$ cat src/rtl/multiplier_pkg.sv
// Shared definitions for the shift-and-add multiplier sequencer.
package multiplier_pkg;

  localparam int DEFAULT_WORD_LENGTH = 8;

  typedef enum logic [1:0] {
    IDLE = 2'd0,
    LOAD = 2'd1,
    CALC = 2'd2,
    DONE = 2'd3
  } state_e;

  // Ceiling log2 for elaboration-time width calculations (value >= 1).
  function automatic int CLOG2(input int value);
    int result;
    result = 0;
    for (int i = 0; i < 32; i++) begin
      if ((64'd1 << i) < 64'(value)) result = i + 1;
    end
    return result;
  endfunction

endpackage

$ cat src/rtl/multiplier_control_counter.sv
// Loadable down counter; terminal flags the last iteration (count == 1).
module iteration_counter #(
  parameter int WIDTH = 4
) (
  input  logic             clk,
  input  logic             rst_n,
  input  logic             i_load,
  input  logic [WIDTH-1:0] i_load_value,
  input  logic             i_dec,
  output logic             o_terminal
);

  logic [WIDTH-1:0] r_count;

  // Load has priority over decrement; the counter parks at zero.
  always_ff @(posedge clk or negedge rst_n) begin
    if (!rst_n) begin
      r_count <= '0;
    end else if (i_load) begin
      r_count <= i_load_value;
    end else if (i_dec && (r_count != '0)) begin
      r_count <= r_count - WIDTH'(1);
    end
  end

  assign o_terminal = (r_count == WIDTH'(1));

endmodule

$ cat src/rtl/multiplier_control.sv
// Moore sequencer for an external shift-and-add multiplier datapath.
//
// state | meaning
// IDLE  | waiting for start, ready high
// LOAD  | parallel-load operands, clear accumulator
// CALC  | WORD_LENGTH shift cycles, accumulate when multiplier LSB is set
// DONE  | one-cycle done pulse, product valid in accumulator
module multiplier_control
  import multiplier_pkg::*;
#(
  parameter int WORD_LENGTH = DEFAULT_WORD_LENGTH,
  parameter int COUNT_WIDTH = CLOG2(WORD_LENGTH) + 1
) (
  input  logic clk,
  input  logic reset,
  input  logic start,
  input  logic abort,
  input  logic multiplierLsb,
  output logic loadOperands,
  output logic shiftOperands,
  output logic accClear,
  output logic accEnable,
  output logic ready,
  output logic busy,
  output logic done
);

  state_e r_state;
  state_e w_next;
  logic   w_terminal;

  // Iteration count: loaded in LOAD, stepped down through CALC.
  iteration_counter #(
    .WIDTH(COUNT_WIDTH)
  ) u_iteration_counter (
    .clk         (clk),
    .rst_n       (reset),
    .i_load      (r_state == LOAD),
    .i_load_value(COUNT_WIDTH'(WORD_LENGTH)),
    .i_dec       (r_state == CALC),
    .o_terminal  (w_terminal)
  );

  // Next-state decode; abort only cancels LOAD/CALC, never a finished product.
  always_comb begin
    w_next = r_state;
    case (r_state)
      IDLE:    w_next = (start && !abort) ? LOAD : IDLE;
      LOAD:    w_next = abort ? IDLE : CALC;
      CALC:    begin
        if (abort)           w_next = IDLE;
        else if (w_terminal) w_next = DONE;
        else                 w_next = CALC;
      end
      DONE:    w_next = IDLE;
      default: w_next = IDLE;
    endcase
  end

  // State register.
  always_ff @(posedge clk or negedge reset) begin
    if (!reset) r_state <= IDLE;
    else        r_state <= w_next;
  end

  assign loadOperands  = (r_state == LOAD);
  assign accClear      = (r_state == LOAD);
  assign shiftOperands = (r_state == CALC);
  // Only output that looks at an input directly.
  assign accEnable     = (r_state == CALC) && multiplierLsb;
  assign ready         = (r_state == IDLE);
  assign busy          = (r_state == LOAD) || (r_state == CALC);
  assign done          = (r_state == DONE);

endmodule

$ cat config.mk
export PLATFORM = sky130hd
export DESIGN_NAME = multiplier_control
export DESIGN_NICKNAME = d
export VERILOG_FILES = /design/src/rtl/multiplier_pkg.sv /design/src/rtl/multiplier_control_counter.sv /design/src/rtl/multiplier_control.sv
export SDC_FILE = /design/constraint.sdc
export NUM_CORES = 1
export LEC_CHECK = 0
export ABC_AREA = 1
export CAP_MARGIN = 20
export CORE_AREA = 2 2 39 41
export DETAILED_ROUTE_END_ITERATION = 6
export DIE_AREA = 0 0 41 43
export PLACE_DENSITY_LB_ADDON = 0.15
export SYNTH_ARGS = -nofsm -noshare
export SYNTH_HDL_FRONTEND = slang
export SYNTH_HIERARCHICAL = 1
export SYNTH_SLANG_ARGS = --single-unit
$ cat constraint.sdc
create_clock -name clk -period 2.8 [get_ports clk]
set_input_delay 0.28 -clock clk [delete_from_list [all_inputs] [get_ports clk]]
set_output_delay 0.28 -clock clk [all_outputs]
set_load 0.1 [all_outputs]
==> results by group <==
Cells and area
  – Final core utilization: 0.4367
  – Synthesis-to-layout area growth: 28.80%
  – Share of post-route cells with drive strength above 1: 0.2000
  – # diodes: 0
  – Final net count: 90

Setup path
  – Crit-path max cell delay: 0.40 ns
  – Crit path cell chain: inv_1, ha_1, buf_4
  – Worst setup path class: reg2out
  – CP Launch Point: r_state[1]
  – FF-to-FF Start: r_state[1]
  – Crit path DAT: 1.51 ns
  – CP required: approximately 2.5 ns
  – Worst Setup End Kind: output port
  – CP Launch Type: flip-flop
  – Slowest CP cell: dfrtp_1
  – Critical Path Fanout Max: 11

Timing
  – Tmin final: 1.792 ns
  – Setup Viol. Count Final: 0
  – Pins Over Slew Limit: 0
  – Max Clk Rate: 0.5580 GHz
  – Final period util: 0.6400
  – Setup TNS: 0 ns
  – RSZ-0062 raised after global routing: false
  – Fin. Hold Viols: 0
  – Final worst clock skew: 0.003962 ns

Floorplanning
  – Die ar.: 1763 um2
  – Core ar.: roughly 1400 um2
  – DIE WIDTH: 41 um
  – I/O Pins: 12
  – Die Ht: 43 um
  – FP Rows: 14
  – Initial core utilization: 0.3391

Yosys
  – Sequential area share after synthesis: 0.3200
  – Post-synth top area cell: dfrtp_1
  – Yosys reg bits: 6
  – Area contributors post-synth: dfrtp_1, ha_1, nand2_1
  – Mean Syn Cell Area: 7.820 um2
  – Share of Yosys cell area claimed by the top area cell type: 0.3200
  – Mapped cell area: about 470 um2
  – Syn. warnings: 6
  – Netlist cell types: 18
  – Cells after Synth: 60

Power
  – Leak: 0.3301 nW
  – Peak VDD IR: about 0.00025 V
  – Power density over cell area: 683.3 nW/um2

CTS
  – CTS max path bufs: 2
  – CTS sink count: 6
  – H-tree Lvls: 1
  – Setup Fix Bufs, Post-CTS: 0
  – Clock Latency Late Sink: 0.25 ns
  – CTS tree: built
  – Clock Tree Root: clkbuf_4
  – Hold buffer count at CTS: 0
  – TritonCTS Buffers: 3
  – Cts repair resizes: 0
  – Worst-path clk slew: 0.05 ns

GRT
  – Vias in the first global route: 388
  – Initial antenna violation count: 0
  – First-pass GRT wire length: 1.621 mm
  – GRT Total Usage: 0.1419
  – Gr ovfl total: 0
  – Largest net degree at the start of global routing: 12

Routing
  – Final wirelength: ~910 um
  – Drt initial violations: 10
  – Antenna viol nets, final: 0
  – Avg WL per Cell: roughly 10 um
  – Detailed Routing Iterations Pass 1: 4
  – Via count: 403
  – Vias/cell: between 4 and 5
  – Drc violations: 0

Run
  – MaxCap Viol Count: 0

Run status
  – Status: completed

Placement
  – Port bufs: 11
  – Routability cong.: approximately 0.65
  – Hpwl dp: approximately 730 um

Worst hold path
  – Worst hold path class: in2async
-- where the power goes --
part           internal (mW)  total, mW  leakage, nW  switching (mW)
registers              0.111      0.133       0.0761          0.0224
clock network         0.0487     0.0836       0.0138          0.0349
logic                 0.0657      0.196        0.240           0.131
-- sequential cells by signal, indices dropped and copies added (netlist names) --
signal and flops:
u_iteration_counter/r_count 4, r_state 2
-- area by class of cell --
cell class	instances	area [um2]
Multi-Input combinational cell	47	289.0
Fill cell	146	779.5
Timing Repair Buffer	11	92.59
Clock buffer	3	22.52
Tap cell	16	20.02
Sequential cell	6	150.1
Inverter	8	30.03
-- Yosys cell counts (all sizes together) --
cell and number:
nand3 4, nand2 17, a21oi 1, inv 8
dfrtp 6, nor2 5, buf 1, conb 2
xor2 1, nand3b 1, nor3 1, o21ai 4
nor3b 1, ha 8
-- critical path: cells and delay by family (launching register included) --
| family | cells | cell delay (ns) |
|---|---|---|
| buffers and inverters | 2 | 0.47 |
| flip-flops | 1 | 0.40 |
| adder cells (fa/ha/maj) | 1 | 0.39 |
-- path summary, 6_finish.rpt --
kind | to | cells after the start | slack, ns
max in group asynchronous | r_state[0] | 1 | 2.28
worst max-delay path | accClear | 3 | 1.01
min in group clk | u_iteration_counter/r_count[1] | 2 | 0.58
worst max register to register | u_iteration_counter/r_count[0] | 6 | 1.42
worst min register to register | u_iteration_counter/r_count[1] | 2 | 0.58
worst min-delay path | u_iteration_counter/r_count[2] | 1 | 0.28
-- cells by family (layout without fill, tap and decap cells) --
logic type | Yosys count | in the layout | share of synthesized area
adders and majority gates | 8 | 8 | 0.2133
xor gates and xnor gates | 1 | 1 | 0.01867
AOI/OAI and AO/OA | 5 | 5 | 0.05332
other | 2 | 4 | 0.01601
and+or+nand+nor | 29 | 29 | 0.2987
DFF | 6 | 6 | 0.3200
buffers and inverters | 9 | 22 | 0.08001
-- per-layer routing --
layer | track usage | up-vias | wire length, um
met5 | 0 | - | 0
met4 | 0.04000 | 0 | 8
li1 | - | 212 | -
met1 | 0.1521 | 177 | 389
met3 | 0.09424 | 2 | 69
met2 | 0.2188 | 12 | 445
-- layout by cell type (no fill, tap or decap), drive strengths merged --
cell           count
xor2               1
nand2             17
nor3b              1
clkbuf             3
nand3              4
nor3               1
ha                 8
clkdlybuf4s50      4
conb               4
inv                8
nor2               5
a21oi              1
dfrtp              6
o21ai              4
nand3b             1
buf                7
-- metrics by stage --
stage	cells	cell area, um2	power (mW)	hold slack [ns]	worst slack, ns
floorplan	62	476.7	0.2935	-0.01559	0.6380
global placement	88	581.8	0.3336	0.5690	1.291
detailed placement	88	581.8	0.3320	0.5684	1.255
CTS	91	604.3	0.4203	0.2975	0.9780
global route	91	604.3	0.4555	0.2998	0.8872
finish	91	604.3	0.4130	0.2828	1.008
Power figures use the tool's default switching activity.
